<file path="config.mk">
export PLATFORM = sky130hd
export DESIGN_NAME = i2s_transmitter
export DESIGN_NICKNAME = d
export VERILOG_FILES = /design/src/rtl/i2s_transmitter.sv
export SDC_FILE = /design/constraint.sdc
export NUM_CORES = 1
export LEC_CHECK = 0
export BUFFER_PORTS_ARGS = -buffer_cell sky130_fd_sc_hd__buf_4
export CORE_UTILIZATION = 34
export DETAILED_ROUTE_END_ITERATION = 10
export PLACE_DENSITY = 0.57
export SYNTH_ARGS = -nofsm -noshare
export SYNTH_HDL_FRONTEND = slang
export SYNTH_SLANG_ARGS = --single-unit
</file>
<file path="constraint.sdc">
create_clock -name clk -period 5.05 [get_ports clk]
set_input_delay 0.2525 -clock clk [delete_from_list [all_inputs] [get_ports clk]]
set_output_delay 0.2525 -clock clk [all_outputs]
set_load 0.005 [all_outputs]
</file>
<file path="src/rtl/i2s_transmitter.sv">
// I2S (Philips) master transmitter with a one-pair shadow buffer.
// Generates sck/ws/sd from clk; inserts silence and flags underrun when starved.
module i2s_transmitter #(
   parameter int DATA_SIZE = 24,
   parameter int SLOT_BITS = 32,
   parameter int CLK_DIV   = 32
) (
   input  logic                 clk,
   input  logic                 rst_n,
   input  logic                 enable,
   input  logic                 sample_valid_i,
   output logic                 sample_ready_o,
   input  logic [DATA_SIZE-1:0] left_i,
   input  logic [DATA_SIZE-1:0] right_i,
   output logic                 i2s_sck,
   output logic                 i2s_ws,
   output logic                 i2s_sd,
   output logic                 underrun_o
);

   localparam int FRAME_BITS = 2 * SLOT_BITS;
   localparam int BW         = $clog2(FRAME_BITS);
   localparam int CW         = $clog2(CLK_DIV);

   logic [CW-1:0]        div_cnt_reg;
   logic                 sck_reg;
   logic                 ws_reg;
   logic                 sd_reg;
   logic                 underrun_reg;
   logic [BW-1:0]        bit_reg;
   logic [DATA_SIZE-1:0] shift_l_reg;
   logic [DATA_SIZE-1:0] shift_r_reg;
   logic [DATA_SIZE-1:0] shadow_l_reg;
   logic [DATA_SIZE-1:0] shadow_r_reg;
   logic                 shadow_full_reg;

   logic                 div_wrap;
   logic                 fall_event;
   logic                 frame_start;
   logic                 accept;
   logic [BW-1:0]        bit_next;
   logic [BW-1:0]        pos_next;
   logic                 slot_next;
   logic [DATA_SIZE-1:0] shift_l_next;
   logic [DATA_SIZE-1:0] shift_r_next;
   logic [SLOT_BITS-1:0] slot_word;
   logic [SLOT_BITS-1:0] slot_shifted;
   logic                 ws_next;
   logic                 sd_next;

   always_comb begin
      div_wrap    = (div_cnt_reg == CW'(CLK_DIV - 1));
      fall_event  = enable && div_wrap && sck_reg;
      bit_next    = (bit_reg == BW'(FRAME_BITS - 1)) ? '0 : bit_reg + 1'b1;
      frame_start = fall_event && (bit_next == '0);
      accept      = sample_valid_i && !shadow_full_reg;

      // A starved boundary loads silence; the shadow is consulted as registered.
      shift_l_next = shift_l_reg;
      shift_r_next = shift_r_reg;
      if (frame_start) begin
         shift_l_next = shadow_full_reg ? shadow_l_reg : '0;
         shift_r_next = shadow_full_reg ? shadow_r_reg : '0;
      end

      slot_next = (bit_next >= BW'(SLOT_BITS));
      pos_next  = slot_next ? (bit_next - BW'(SLOT_BITS)) : bit_next;
      slot_word = slot_next ? (SLOT_BITS'(shift_r_next) << (SLOT_BITS - DATA_SIZE))
                            : (SLOT_BITS'(shift_l_next) << (SLOT_BITS - DATA_SIZE));
      slot_shifted = slot_word << pos_next;
      sd_next      = slot_shifted[SLOT_BITS-1];
      ws_next      = (bit_next >= BW'(SLOT_BITS - 1)) && (bit_next <= BW'(FRAME_BITS - 2));
   end

   always_ff @(posedge clk) begin
      if (!rst_n) begin
         div_cnt_reg     <= '0;
         sck_reg         <= 1'b0;
         ws_reg          <= 1'b0;
         sd_reg          <= 1'b0;
         underrun_reg    <= 1'b0;
         bit_reg         <= BW'(FRAME_BITS - 1);
         shift_l_reg     <= '0;
         shift_r_reg     <= '0;
         shadow_l_reg    <= '0;
         shadow_r_reg    <= '0;
         shadow_full_reg <= 1'b0;
      end else begin
         // The handshake stays live while disabled.
         if (frame_start && shadow_full_reg)
            shadow_full_reg <= 1'b0;
         if (accept) begin
            shadow_full_reg <= 1'b1;
            shadow_l_reg    <= left_i;
            shadow_r_reg    <= right_i;
         end

         if (!enable) begin
            div_cnt_reg  <= '0;
            sck_reg      <= 1'b0;
            ws_reg       <= 1'b0;
            sd_reg       <= 1'b0;
            underrun_reg <= 1'b0;
            bit_reg      <= BW'(FRAME_BITS - 1);
         end else begin
            div_cnt_reg  <= div_wrap ? '0 : div_cnt_reg + 1'b1;
            if (div_wrap)
               sck_reg <= ~sck_reg;
            underrun_reg <= frame_start && !shadow_full_reg;
            if (fall_event) begin
               bit_reg     <= bit_next;
               ws_reg      <= ws_next;
               sd_reg      <= sd_next;
               shift_l_reg <= shift_l_next;
               shift_r_reg <= shift_r_next;
            end
         end
      end
   end

   assign sample_ready_o = ~shadow_full_reg;
   assign i2s_sck        = sck_reg;
   assign i2s_ws         = ws_reg;
   assign i2s_sd         = sd_reg;
   assign underrun_o     = underrun_reg;

endmodule

</file>
==> results.cfg, run 1 <==
[status]
outcome = finished, final reports clean

[run]
cap_violations = 0

[clock_tree]
ctsRootBufferMaster = clkbuf_16
clk_pin_slew_ps = 80
cts_resized = 0
ctsHoldBuffers = 0
cts.path.max_buffers = 2
post_cts_buffers = 0
cts_tree = built
clk_latency_ps = 360
cts-htree-levels = 3
cts_made_buffers = 9
clock-sinks = 112

[die]
rows = 44
core_um2 = 14590
start_util_pct = 35.02
die_y_um = 124.6
die_area_um2 = 15520
ioPinCount = 57
die_x_um = 124.6

[setup_path]
criticalPathCategory = reg -> reg
cp.buffers_inverters = 1
critPathTopFamily = simple AND/OR/NAND/NOR gates
reg2reg_slack_ps = 1330
crit_arrival_ps = 4010
crit_path_start_kind = register
crit_required_ps = 5340
cp_cell_sequence = ha_1 > and3_1 > ha_1 > and3_1 > o2111ai_2 > a31oi_4 > buf_4 > nand3_1 > a21o_1 > a22oi_1 > or4b_1 > nand4_1
slowest_stage = a31oi_4
endpoint_kind = register
path_max_fanout = 38
slowest_delay_ps = 550

[sta]
worstMarginPinSlew_ps = 974.6
hold_violations = 0
fmax_mhz = 269.0
slew_headroom_pct = 35.02
setup_viol = 0
fin_crit_sh_pct = 73.60
drv_slew = 0
fin_tns_setup_ps = 0
rsz0062_at_grt = false
fin_skew_ps = 11.11
period_minus_slack_ps = 3717

[synthesis]
synth-simple-area-share_pct = 24.91
yosysSeqAreaShare_pct = 43.89
synth_ff_type = dfxtp_1
synth_top_area_share_pct = 43.89
ys_types = 52
avgSynthCellArea_um2 = 8.293
syn-num-nets = 674
syn_area_um2 = 5109
synthesis.instances = 616
synth_top_area_cell = dfxtp_1
synth_compound_area_share_pct = 20.84
synthXorXnorAreaFrac_pct = 1.518
synth-seq-cells = 112
synth_top_family_by_area = simple AND/OR/NAND/NOR gates
yosys-mux-area-fraction_pct = 2.572
synth_warnings = 0
yosys.area_share.adder_pct = 1.470
ys_top_cells_by_area = dfxtp_1 (44%), a21boi_0 (12%), nand2_1 (11%)
synth_edf_count = 0
synthArstFlopShare_pct = 0

[final_layout]
post_route_cells_drive_above_1_share_pct = 12.93
num_antenna_cells = 0
layout_commonest_cell = nand2_1
nNetsFinal = 695
syn2layout_area_growth_pct = 15.16
mostFrequentLayoutCells = nand2_1 (156), dfxtp_1 (112), a21boi_0 (81)
instances_no_fill = 826

[power]
pwr_density_cell_nw_per_um2 = 299.6
p_leak_nw = 2.140
ir_worst_vdd_mv = 0.1977

[drt]
drt_iter0_markers = 260
num_vias = 4200
dr.pass1.iters = 4
postRouteAntennaNets = 0
viasPerCell = 5.085
wl_per_cell_um = 14.92
drt-total-wl_mm = 12.33
drc = 0

[global_route]
grt_pass1_wl_mm = 20.78
grt_pass1_vias = 4011
grt_max_degree = 101
grt_overflow = 0
globalRouteTotalUtil_pct = 16.64
antenna_found_initial = 0

[placed_design]
gp_congestion = 0.8413
buffer_ports.inserted = 56
dp_cells = 810
dp_hpwl_mm = 8.732

[hold_path]
min_path_type = in -> reg
## path summary, 6_finish.rpt
path,startpoint,to,depth (start not counted)
worst min-delay path,left_i[1],shadow_l_reg[1]$_SDFFE_PN0P_,3
worst max-delay path,div_cnt_reg[0]$_SDFF_PP0_,i2s_sd$_SDFFE_PN0N_,12
worst min register to register,shadow_l_reg[0]$_SDFFE_PN0P_,shadow_l_reg[0]$_SDFFE_PN0P_,2
worst max register to register,div_cnt_reg[0]$_SDFF_PP0_,i2s_sd$_SDFFE_PN0N_,12
## cells by family after synthesis
kind of cell,count (synthesis)
buffers and inverters,54
AO/OA/AOI/OAI,145
flip-flops,112
XOR/XNOR,8
adder cells (fa/ha/maj),6
AND/OR/NAND/NOR,278
multiplexers,13
## power breakdown
part | switching, mW | total, mW | internal (mW)
sequential | 0.0168 | 0.922 | 0.905
clock | 0.333 | 0.738 | 0.405
combinational | 0.0508 | 0.102 | 0.0513
total | 0.401 | 1.76 | 1.36
## final cells by class
class                      instances  area, µm²
multi-input combinational        450       2629
tap                              184      230.2
sequential                       112       2242
clock buffer                      10      239.0
inverter                           4      15.01
fill                            1493       8706
clock inverter                     6      77.57
timing repair buffer              60      450.4
## routing by layer
metal,share of wire [%],up-vias,track usage [%]
li1,-,2168,-
met1,48,1963,22.11
met2,47,60,26.78
met3,3.5,9,4.296
met4,1.0,0,4.040
met5,0,-,0
## Yosys cell counts (all sizes together), types with 2 or more instances
cell / n
a41oi: 2
and3: 8
inv: 4
o2111ai: 4
a21oi: 13
xnor2: 3
dfxtp: 112
a22oi: 7
nor3b: 2
buf: 18
and2: 11
o21ai: 11
ha: 6
a211o: 2
a31oi: 5
nand3: 53
a221oi: 2
nor2: 10
or3: 2
nand2: 156
nand4: 7
nor3: 7
a21boi: 81
nor2b: 16
o211ai: 6
xor2: 5
mux2i: 12
clkbuf: 32
a21o: 2
o22ai: 3
## stage by stage
step	instance area [µm²]	utilization, %	hold slack (ps)	power [mW]	setup slack, ps
after floorplan	5109	-	397.4	0.9962	2396
after global placement	5567	38.16	436.6	1.045	1496
after detailed placement	5567	38.16	456.4	1.048	1342
after CTS	5883	40.33	134.7	1.797	1322
after global routing	5883	40.33	138.7	1.841	1051
final	5883	40.33	148.7	1.763	1333
## worst reg2reg max path: stages (launching register included)
cell and delay [ps]:
dfxtp_1 370, ha_1 190, and3_1 170, ha_1 370, and3_1 280, o2111ai_2 190
a31oi_4 550, buf_4 480, nand3_1 160, a21o_1 200, a22oi_1 150, or4b_1 440
nand4_1 100
No activity file was read; power rests on OpenSTA's default activity.
==> run 2: changes to the inputs <==
==> constraint.sdc (replaced) <==
create_clock -name clk -period 3.6 [get_ports clk]
set_input_delay 0.18 -clock clk [delete_from_list [all_inputs] [get_ports clk]]
set_output_delay 0.18 -clock clk [all_outputs]
set_load 0.005 [all_outputs]
==> results.cfg, run 2 (same netlist as run 1, synthesis figures left out) <==
[setup_path]
crit_path_start_kind = register
r2r-start = div_cnt_reg[0]$_SDFF_PP0_
crit_arrival_ps = 3500
criticalPathCategory = reg -> reg
crit_start = div_cnt_reg[0]$_SDFF_PP0_
crit_end = i2s_sd$_SDFFE_PN0N_
reg2reg_slack_ps = 330
endpoint_kind = register
rr_worst_depth = 12
path_max_fanout = 12
crit_required_ps = 3830
timing.rr.end = i2s_sd$_SDFFE_PN0N_

[final_layout]
layout.area.seq_um2 = 2242
syn2layout_area_growth_pct = 16.26
mostFrequentLayoutCells = nand2_1 (156), dfxtp_1 (112), a21boi_0 (81)
nNetsFinal = 701
design_area_um2 = 5939
multiInputGateArea_um2 = 2629
num_antenna_cells = 0
instances_no_fill = 832
layout_commonest_cell = nand2_1
post_route_cells_drive_above_1_share_pct = 13.58
fillerInstances = 1453
final_util_pct = 40.71

[die]
rows = 44
die_y_um = 124.6
ioPinCount = 57
core_um2 = 14590
start_util_pct = 35.02
die_x_um = 124.6
die_area_um2 = 15520

[placed_design]
dp_cells = 816
gp_congestion = 0.8728
placed_area_um2 = 5612
buffer_ports.inserted = 56
dp_slack_ps = 360.2
dp_hpwl_mm = 8.861

[global_route]
use_met2_pct = 26.42
grtUsageMet3_pct = 4.124
grt_max_degree = 100
grt_pass1_wl_mm = 20.61
grt_pass1_vias = 4080
globalRouteTotalUtil_pct = 16.49
antenna_found_initial = 0
grt_overflow = 0
met1_usage_pct = 22.09
busiest_layer = met2

[sta]
hold_violations = 0
whs_ps = 81.23
drv_slew = 0
worst_slack_ps = 329.5
fmax_mhz = 305.8
fin_skew_ps = 6.663
fin_crit_sh_pct = 90.85
slew_headroom_pct = 35.46
worstMarginPinSlew_ps = 966.1
setup_viol = 0
rsz0062_at_grt = false
period_minus_slack_ps = 3271
fin_tns_setup_ps = 0

[drt]
viasPerCell = 5.113
drt_iter0_markers = 355
num_vias = 4254
drc = 0
dr.pass1.iters = 5
drt-total-wl_mm = 12.34
wl_per_cell_um = 14.84
postRouteAntennaNets = 0

[clock_tree]
post_cts_buffers = 0
cts_made_buffers = 9
cts_tree = built
ctsRootBufferMaster = clkbuf_16
ctsHoldBuffers = 0
clk_pin_slew_ps = 70
cts_resized = 0
clk_latency_ps = 350
clock-sinks = 112
cts.path.max_buffers = 2
cts-htree-levels = 3

[power]
p_leak_nw = 2.169
p_total_mw = 2.527
pwr_density_cell_nw_per_um2 = 425.4
ir_worst_vdd_mv = 0.2853

[hold_path]
min_path_type = in -> reg

[status]
outcome = finished, final reports clean

[run]
cap_violations = 0
-- run 2: cell types whose count changed in the layout (fill, tap and decap cells not counted), sizes merged --
cell / delta
clkbuf: +1
buf: +6
inv: +1
clkinvlp: +1
clkinv: -4
bufinv: +1
-- run 2: metal layers --
| metal | up-vias | share of wire (%) |
|---|---|---|
| li1 | 2178 | - |
| met1 | 1989 | 48 |
| met2 | 75 | 47 |
| met3 | 12 | 3.2 |
| met4 | 0 | 1.1 |
| met5 | - | 0 |
-- run 2: worst min-delay path by stage --
stage	endpoint	from	slack [ps]	depth (start not counted)
3_5_place_dp	shadow_r_reg[14]$_SDFFE_PN0P_	right_i[14]	450	3
6_report	shadow_l_reg[23]$_SDFFE_PN0P_	left_i[23]	80	3
3_3_place_gp	div_cnt_reg[0]$_SDFF_PP0_	div_cnt_reg[0]$_SDFF_PP0_	440	1
5_1_grt	shadow_r_reg[1]$_SDFFE_PN0P_	right_i[1]	80	3
4_1_cts	shadow_r_reg[18]$_SDFFE_PN0P_	right_i[18]	70	3
2_1_floorplan	shadow_r_reg[6]$_SDFFE_PN0P_	right_i[6]	320	2
-- run 2: where the power goes --
| part | switching [mW] | total, mW | internal [mW] |
|---|---|---|---|
| combinational | 0.0735 | 0.146 | 0.0727 |
| sequential | 0.0234 | 1.29 | 1.27 |
| clock | 0.453 | 1.09 | 0.634 |
| total | 0.549 | 2.53 | 1.98 |
-- run 2: cell type report --
cell class | instances | area share, %
Clock inverter | 5 | 1.432
Clock buffer | 11 | 4.087
Sequential cell | 112 | 37.75
Tap cell | 184 | 3.876
Timing Repair Buffer | 66 | 8.342
Inverter | 4 | 0.2528
Multi-Input combinational cell | 450 | 44.26
-- run 2: worst max-delay path: stages (launching register included) --
cell       delay (ps)
dfxtp_1           360
ha_1              190
and3_1            160
ha_1              350
and3_1            280
o2111ai_2         190
a31oi_4           430
buf_4             280
mux2i_1           260
o31ai_1           110
nor4_1            290
a311o_1           170
nand4_1            80
